File: src/rtl/alu_serial_seq_if.sv
// Bus between the serial sequencer, its datapath controller and the 1-bit ALU slice.
// The slave modport is the sequencer. The master modport is the environment, meaning the controller plus the slice.
interface alu_serial_seq_if #(
  parameter int WIDTH = 8
);
  logic             start;
  logic [2:0]       op;
  logic [WIDTH-1:0] a;
  logic [WIDTH-1:0] b;
  logic             busy;
  logic             done;
  logic [WIDTH-1:0] result;
  logic             carry_out;
  logic             overflow;
  logic             zero;
  logic             slice_a;
  logic             slice_b;
  logic             slice_binvert;
  logic             slice_cin;
  logic [2:0]       slice_op;
  logic             slice_result;
  logic             slice_cout;

  modport master (
    output start, op, a, b, slice_result, slice_cout,
    input  busy, done, result, carry_out, overflow, zero,
           slice_a, slice_b, slice_binvert, slice_cin, slice_op
  );

  modport slave (
    input  start, op, a, b, slice_result, slice_cout,
    output busy, done, result, carry_out, overflow, zero,
           slice_a, slice_b, slice_binvert, slice_cin, slice_op
  );
endinterface

File: src/rtl/alu_serial_seq.sv
// Bit-serial sequencer that pushes a WIDTH-bit operation through a single 1-bit ALU slice.
// Operands are processed LSB first. The result is assembled from the slice outputs, and flags are derived on the last bit.
module alu_serial_seq #(
  parameter int WIDTH = 8,
  parameter int CNT_W = 5
) (
  input logic              clk,
  input logic              reset,
  alu_serial_seq_if.slave  bus
);

  typedef enum logic [1:0] {IDLE, RUN, DONE} state_t;

  localparam logic [CNT_W-1:0] LastCount = CNT_W'(WIDTH - 1);

  state_t           state_q;
  logic [WIDTH-1:0] aSh_q;
  logic [WIDTH-1:0] bSh_q;
  logic [WIDTH-1:0] resSh_q;
  logic [WIDTH-1:0] resSh_d;
  logic [CNT_W-1:0] count_q;
  logic             carry_q;
  logic [2:0]       opLat_q;
  logic             busy_q;
  logic             done_q;
  logic [WIDTH-1:0] result_q;
  logic             carryOut_q;
  logic             overflow_q;
  logic             zero_q;
  logic             isArith;

  assign resSh_d = {bus.slice_result, resSh_q[WIDTH-1:1]};

  // 101 and 111 fall through to the adder. 101 acts as ADD and 111 acts as SUB.
  assign isArith = (opLat_q[1:0] == 2'b10) || (opLat_q[2] && opLat_q[0]);

  always_ff @(posedge clk) begin
    if (reset) begin
      state_q    <= IDLE;
      aSh_q      <= '0;
      bSh_q      <= '0;
      resSh_q    <= '0;
      count_q    <= '0;
      carry_q    <= 1'b0;
      opLat_q    <= 3'b000;
      busy_q     <= 1'b0;
      done_q     <= 1'b0;
      result_q   <= '0;
      carryOut_q <= 1'b0;
      overflow_q <= 1'b0;
      zero_q     <= 1'b0;
    end else begin
      done_q <= 1'b0;
      unique case (state_q)
        IDLE: begin
          if (bus.start) begin
            aSh_q   <= bus.a;
            bSh_q   <= bus.b;
            opLat_q <= bus.op;
            count_q <= '0;
            carry_q <= bus.op[2] & bus.op[1];
            busy_q  <= 1'b1;
            state_q <= RUN;
          end
        end
        RUN: begin
          resSh_q <= resSh_d;
          carry_q <= bus.slice_cout;
          aSh_q   <= aSh_q >> 1;
          bSh_q   <= bSh_q >> 1;
          count_q <= count_q + CNT_W'(1);
          // On the last bit, carry_q still holds the carry into the MSB.
          if (count_q == LastCount) begin
            state_q    <= DONE;
            busy_q     <= 1'b0;
            done_q     <= 1'b1;
            result_q   <= resSh_d;
            carryOut_q <= isArith & bus.slice_cout;
            overflow_q <= isArith & (carry_q ^ bus.slice_cout);
            zero_q     <= (resSh_d == '0);
          end
        end
        DONE: begin
          state_q <= IDLE;
        end
        default: begin
          state_q <= IDLE;
        end
      endcase
    end
  end

  assign bus.busy          = busy_q;
  assign bus.done          = done_q;
  assign bus.result        = result_q;
  assign bus.carry_out     = carryOut_q;
  assign bus.overflow      = overflow_q;
  assign bus.zero          = zero_q;
  assign bus.slice_a       = (state_q == RUN) ? aSh_q[0] : 1'b0;
  assign bus.slice_b       = (state_q == RUN) ? bSh_q[0] : 1'b0;
  assign bus.slice_binvert = opLat_q[2] & opLat_q[1];
  assign bus.slice_cin     = carry_q;
  assign bus.slice_op      = opLat_q;

endmodule

File: src/flat_wrapper.sv
// flat-port wrapper written by rule: the top's interface ports become plain ports
module alu_serial_seq_flat 
#(
  parameter int WIDTH = 8,
  parameter int CNT_W = 5
)
  (clk, reset, bus_start, bus_op, bus_a, bus_b, bus_slice_result, bus_slice_cout, bus_busy, bus_done, bus_result, bus_carry_out, bus_overflow, bus_zero, bus_slice_a, bus_slice_b, bus_slice_binvert, bus_slice_cin, bus_slice_op);
  alu_serial_seq_if #(.WIDTH(WIDTH)) bus_i ();
  input logic clk;
  input logic reset;
  input wire logic [$bits(bus_i.start)-1:0] bus_start;
  input wire logic [$bits(bus_i.op)-1:0] bus_op;
  input wire logic [$bits(bus_i.a)-1:0] bus_a;
  input wire logic [$bits(bus_i.b)-1:0] bus_b;
  input wire logic [$bits(bus_i.slice_result)-1:0] bus_slice_result;
  input wire logic [$bits(bus_i.slice_cout)-1:0] bus_slice_cout;
  output wire logic [$bits(bus_i.busy)-1:0] bus_busy;
  output wire logic [$bits(bus_i.done)-1:0] bus_done;
  output wire logic [$bits(bus_i.result)-1:0] bus_result;
  output wire logic [$bits(bus_i.carry_out)-1:0] bus_carry_out;
  output wire logic [$bits(bus_i.overflow)-1:0] bus_overflow;
  output wire logic [$bits(bus_i.zero)-1:0] bus_zero;
  output wire logic [$bits(bus_i.slice_a)-1:0] bus_slice_a;
  output wire logic [$bits(bus_i.slice_b)-1:0] bus_slice_b;
  output wire logic [$bits(bus_i.slice_binvert)-1:0] bus_slice_binvert;
  output wire logic [$bits(bus_i.slice_cin)-1:0] bus_slice_cin;
  output wire logic [$bits(bus_i.slice_op)-1:0] bus_slice_op;
  assign bus_i.start = bus_start;
  assign bus_i.op = bus_op;
  assign bus_i.a = bus_a;
  assign bus_i.b = bus_b;
  assign bus_i.slice_result = bus_slice_result;
  assign bus_i.slice_cout = bus_slice_cout;
  assign bus_busy = bus_i.busy;
  assign bus_done = bus_i.done;
  assign bus_result = bus_i.result;
  assign bus_carry_out = bus_i.carry_out;
  assign bus_overflow = bus_i.overflow;
  assign bus_zero = bus_i.zero;
  assign bus_slice_a = bus_i.slice_a;
  assign bus_slice_b = bus_i.slice_b;
  assign bus_slice_binvert = bus_i.slice_binvert;
  assign bus_slice_cin = bus_i.slice_cin;
  assign bus_slice_op = bus_i.slice_op;
  alu_serial_seq #(.WIDTH(WIDTH), .CNT_W(CNT_W)) u_core (.clk(clk), .reset(reset), .bus(bus_i));
endmodule
File: config.mk
export PLATFORM = sky130hd
export DESIGN_NAME = alu_serial_seq_flat
export DESIGN_NICKNAME = d
export VERILOG_FILES = /design/src/rtl/alu_serial_seq_if.sv /design/src/rtl/alu_serial_seq.sv /design/src/flat_wrapper.sv
export SDC_FILE = /design/constraint.sdc
export NUM_CORES = 1
export LEC_CHECK = 0
export ABC_AREA = 1
export BUFFER_PORTS_ARGS = -buffer_cell sky130_fd_sc_hd__buf_2
export CORE_MARGIN = 2
export CORE_UTILIZATION = 57
export DETAILED_ROUTE_END_ITERATION = 8
export MAX_ROUTING_LAYER = met4
export PLACE_DENSITY = 0.93
export SYNTH_ARGS = -nofsm -noshare
export SYNTH_HDL_FRONTEND = slang
export SYNTH_SLANG_ARGS = --single-unit
File: constraint.sdc
create_clock -name clk -period 1.95 [get_ports clk]
set_input_delay 0.2925 -clock clk [delete_from_list [all_inputs] [get_ports clk]]
set_output_delay 0.2925 -clock clk [all_outputs]
set_load 0.02 [all_outputs]
# --- Word-level counts from Yosys, hierarchy flattened ---
# Cells that the tools add are included.
totals:
  reg_bits: 48
  inputBits: 24
  out_inout_bits: 20
  elab_cells: 53
classes:
  addsub: 1
  n_eq_ne: 5
  n_mux: 17
  bitwise: 6
  reduce_logical: 11
ops:
  columns: ["cell", "n"]
  rows:
  - ["8-bit one-hot mux with 2 select lines", 2]
  - ["8-bit 2-to-1 mux", 2]
  - ["5-bit one-hot mux with 2 select lines", 1]
  - ["8-bit logical NOT", 1]
  - ["2-bit AND reduction", 4]
  - ["1-bit 2-to-1 mux", 6]
  - ["5-bit by 1-bit adder with 5-bit output, second input constant", 1]
  - ["5-bit by 3-bit equality test with 1-bit output, second input constant", 1]
  - ["5-bit 2-to-1 mux", 1]
  - ["1-bit AND", 4]
  - ["2-bit 2-to-1 mux", 2]
  - ["1-bit one-hot mux with 2 select lines", 2]
  - ["2-bit one-hot mux with 2 select lines", 1]
  - ["3-bit AND reduction", 1]
  - ["2-bit by 1-bit equality test with 1-bit output, second input constant", 1]
  - ["2-bit equality test, second input constant", 1]
  - ["2-bit logical NOT", 1]
  - ["2-bit by 1-bit inequality test with 1-bit output, second input constant", 1]
  - ["2-bit inequality test, second input constant", 1]
  - ["2-bit nonzero test", 1]
  - ["2-bit OR reduction", 1]
  - ["1-bit logical AND", 1]
  - ["1-bit logical OR", 1]
  - ["1-bit NOT", 1]
  - ["1-bit bitwise XOR", 1]

# --- Longest topological paths before layout ---
depth:
  word_depth: 3
  ltp_mapped: 7
  depth_no_buf: 7

# --- Least setup slack after synthesis ---
# OpenSTA, ideal clock, no wires.
synth_path:
  kind: "register to output"
  from: "register u_core.state_q[1]"
  to: "output bus_slice_a"
  arrival_ns: 0.967
  t_required_ns: 1.657
  path_slack_ns: 0.691
  stages_incl_launch_ff: 5
  n_path_buf: 1
  path_cell_list: "dfxtp_1 -> inv_2 -> nand2_2 -> buf_2 -> nor2_1"
synth_via:
  elab_chain_cells: 2
synth_lines:
  columns: ["item", "line_no", "rtl"]
  rows:
  - ["from (decl)", "alu_serial_seq.sv:16", "state_t state_q;"]
  - ["from (signal assigned)", "alu_serial_seq.sv:39", "state_q <= IDLE;"]
  - ["from (signal assigned)", "alu_serial_seq.sv:63", "state_q <= RUN;"]
  - ["from (signal assigned)", "alu_serial_seq.sv:74", "state_q <= DONE;"]
  - ["2-bit by 1-bit equality test with 1-bit output", "alu_serial_seq.sv:99", "assign bus.slice_a = (state_q == RUN) ? aSh_q[0] : 1'b0;"]
  - ["1-bit 2-to-1 mux", "alu_serial_seq.sv:99", null]
  - ["to (decl)", "flat_wrapper.sv:23", "output wire logic [$bits(bus_i.slice_a)-1:0] bus_slice_a;"]
# Every way passes these cells.

# --- Final worst setup path ---
layout_path:
  from: "register u_core.state_q[0]"
  to: "output bus_slice_b"
layout_via:
  elab_chain_cells: 2
layout_lines:
  columns: ["item", "line_no", "rtl"]
  rows:
  - ["2-bit by 1-bit equality test with 1-bit output", "alu_serial_seq.sv:100", "assign bus.slice_b = (state_q == RUN) ? bSh_q[0] : 1'b0;"]
  - ["1-bit 2-to-1 mux", "alu_serial_seq.sv:100", null]
  - ["to (decl)", "flat_wrapper.sv:24", "output wire logic [$bits(bus_i.slice_b)-1:0] bus_slice_b;"]
# Every way passes these cells.

==> qor.txt <==
area of the multi-input gates: 878.3 sq um
cells on worst reg2reg path: 6
Placer Congestion: 0.7787
CP peak stage delay: 0.42 ns
Critical Path Start Type: flop
GR Overflow Total: 0
Syn Inst Count: 286
Crit-path slowest cell: dfxtp_1
total number of vias: 1878
vias per inst: 5.021
Inst Count DP: 366
Post-CTS Hold Fix Bufs: 0
Synth area leader: dfxtp_1
ys flop type: dfxtp_1
clock sinks: 47
HPWL after detailed placement: 2833 um
Area contributors post-synth: dfxtp_1, nand2_1, nor2_1
sequential fraction of the synthesis area: 47.93%
post-route ant nets: 0
Final TNS setup: 0 ns
worst path arrival time: 1.43 ns
Netlist cell types: 17
largest net degree at the start of global routing: 27
Pwr Density: 755.4 mW/mm^2
Syn Nets: 311
Area growth, synth to finish: 15.04%
I/O pins: 44
status: finished, final reports clean
worst r2r src: u_core.count_q[0]
clock tree root driver cell: clkbuf_4
area of the core: 0.003311 sq mm
asr flop ratio synth: 0%
Cell Rows: 21
VDD IR max: 0.5298 mV
total CTS buffers: 5
DP Area: 0.002208 sq mm
Peak Freq: 581.3 MHz
Ant. Diodes: 0
aggregate global-route resource usage: 22.86%
unrepaired setup endpoints after global routing: no
critical path fanouts, max: 26
die area: 0.003929 sq mm
critical setup path kind: reg2out
FF-to-FF End: u_core.bus.result[4]
Initial Utilization: 59.30%
Synth top area share: 47.93%
nets@finish: 352
Yosys reg bits: 47
post-CTS resize count: 0
Clock Latency Late Sink: 0.36 ns
HP Class: in2reg
CP cell instances: nand2_2 -> nor2_1 -> buf_2
vias in the first global route: 1718
Mapped Area: 0.001963 sq mm
Finished Cell Area: 0.002258 sq mm
CP Data Required Time: 1.66 ns
DR DRC count: 0
Chip Width: 62.69 um
Final Slew Violations: 0
Iter 0 DRT Violations: 78
skew final: 0.005724 ns
Tcrit/Tclk final: 88.22%
initial antenna violation count: 0
max_cap viols: 0
worst hold endpoint: u_core.bSh_q[7]
Worst Min Path Start: bus_b[7]
non-filler instance count after layout: 374
htree depth: 2
DRT Pass-1 Iters: 4
Port Buffers: 43
Leak: 1.097 nW
Post-CTS Repair Setup Buffers: 0
Final Hold Fails: 0
Max Root-Sink Buffers: 2
Die Span Y: 62.69 um
number of enable flip-flop cells after synthesis: 0
Reg area: 940.9 sq um
final WL: 4005 um
TritonCTS clock tree: yes
Tmin final: 1.720 ns
layout cells sized above 1: 18.29%
yosys warns: 0
Clock transition at path regs: 0.13 ns
CP Capture Type: output pin
reg2reg setup slack: 0.44 ns
synthesized area per cell: 6.864 sq um
drt wl/cell: 10.71 um
Hold Path Depth: 3
relative slew slack: 69.09%
first-pass GRT wire length: 7093 um
fillcell total: 307
setup violators final: 0
Worst-Margin Slew: 0.4619 ns
## sequential cells by signal, summed over array words and instances (netlist names), 2 cells and up
register / flops
u_core.aSh_q: 8
u_core.bus.result: 8
u_core.state_q: 2
u_core.resSh_q: 7
u_core.count_q: 5
u_core.bSh_q: 8
u_core.bus.slice_op: 3
## layer usage
layer | GRT usage [%] | wire length (um)
met1 | 26.81 | 1839
met3 | 5.225 | 204
met4 | 8.056 | 47
met2 | 38.58 | 1913
met5 | - | 0
## where the power goes
part           leakage (nW)  internal, W  total, W  switching, W
clock                0.0293     0.000141  0.000435      0.000294
combinational         0.682    0.0000846  0.000229      0.000144
sequential            0.385      0.00101   0.00104     0.0000320
total                  1.10      0.00124   0.00171      0.000470
## cells in the final DEF, fill, tap and decap left out
cell type / synthesis / routed
nand3_1: 9 / 9
clkbuf_1: 5 / 2
buf_2: 7 / 43
nand2_1: 89 / 89
nor2_1: 44 / 44
o21ai_0: 27 / 27
o21ai_1: 3 / 3
inv_1: 21 / 21
dfxtp_1: 47 / 47
clkinv_2: 0 / 1
clkbuf_4: 0 / 5
o21ai_2: 1 / 1
a21oi_1: 24 / 24
a211oi_1: 1 / 1
nand2_2: 2 / 2
nor2_4: 2 / 2
buf_4: 0 / 4
ha_1: 1 / 1
inv_2: 2 / 2
## critical path, delay by kind of cell, from the launching register on
kind	cells	cell delay, ns
buf+inv	1	0.18
flops	1	0.42
simple gates	2	0.48
## worst max path at each step
stage | from | to | depth (start not counted)
after floorplan | u_core.state_q[1] | bus_slice_a | 4
after global placement | u_core.count_q[0] | u_core.bus.zero | 6
after detailed placement | u_core.count_q[0] | u_core.bus.result[0] | 6
after CTS | u_core.state_q[0] | bus_slice_b | 3
after global routing | u_core.state_q[1] | bus_slice_b | 4
final | u_core.state_q[0] | bus_slice_b | 3
## Yosys cell counts, types with 2 or more instances
cell,count
nor2_4,2
o21ai_1,3
nand2_1,89
clkbuf_1,5
dfxtp_1,47
a21oi_1,24
inv_1,21
nor2_1,44
inv_2,2
o21ai_0,27
nand3_1,9
buf_2,7
nand2_2,2
## layout make-up
| type | count | area share (%) |
|---|---|---|
| flip-flops and latches | 47 | 41.66 |
| multi-input cells | 203 | 38.89 |
| repair buffers | 47 | 10.86 |
| inverters | 23 | 3.823 |
| well taps | 46 | 2.548 |
| clock buffers | 7 | 1.994 |
| clock inverters | 1 | 0.2216 |
## through the flow
stage	util, %	worst slack, ns	hold WS [ns]	power, W
6_report	68.22	0.2296	0.1605	0.001706
4_1_cts	68.22	0.2109	0.1620	0.001709
5_1_grt	68.22	0.05240	0.1709	0.001789
3_5_place_dp	66.70	0.4521	0.4583	0.001291
3_3_place_gp	66.70	0.5121	0.4514	0.001282
2_1_floorplan	-	0.6907	0.4354	0.001219
## cell families (layout without fill, tap and decap cells)
logic type                 Yosys count  in the layout  share of synthesized area [%]
AOI/OAI and AO/OA                   56             56                          14.60
adders and majority gates            1              1                         0.6372
buffers and inverters               36             78                          7.330
DFF                                 47             47                          47.93
and+or+nand+nor                    146            146                          29.51
Note: power is estimated with default switching activity, not from simulation.
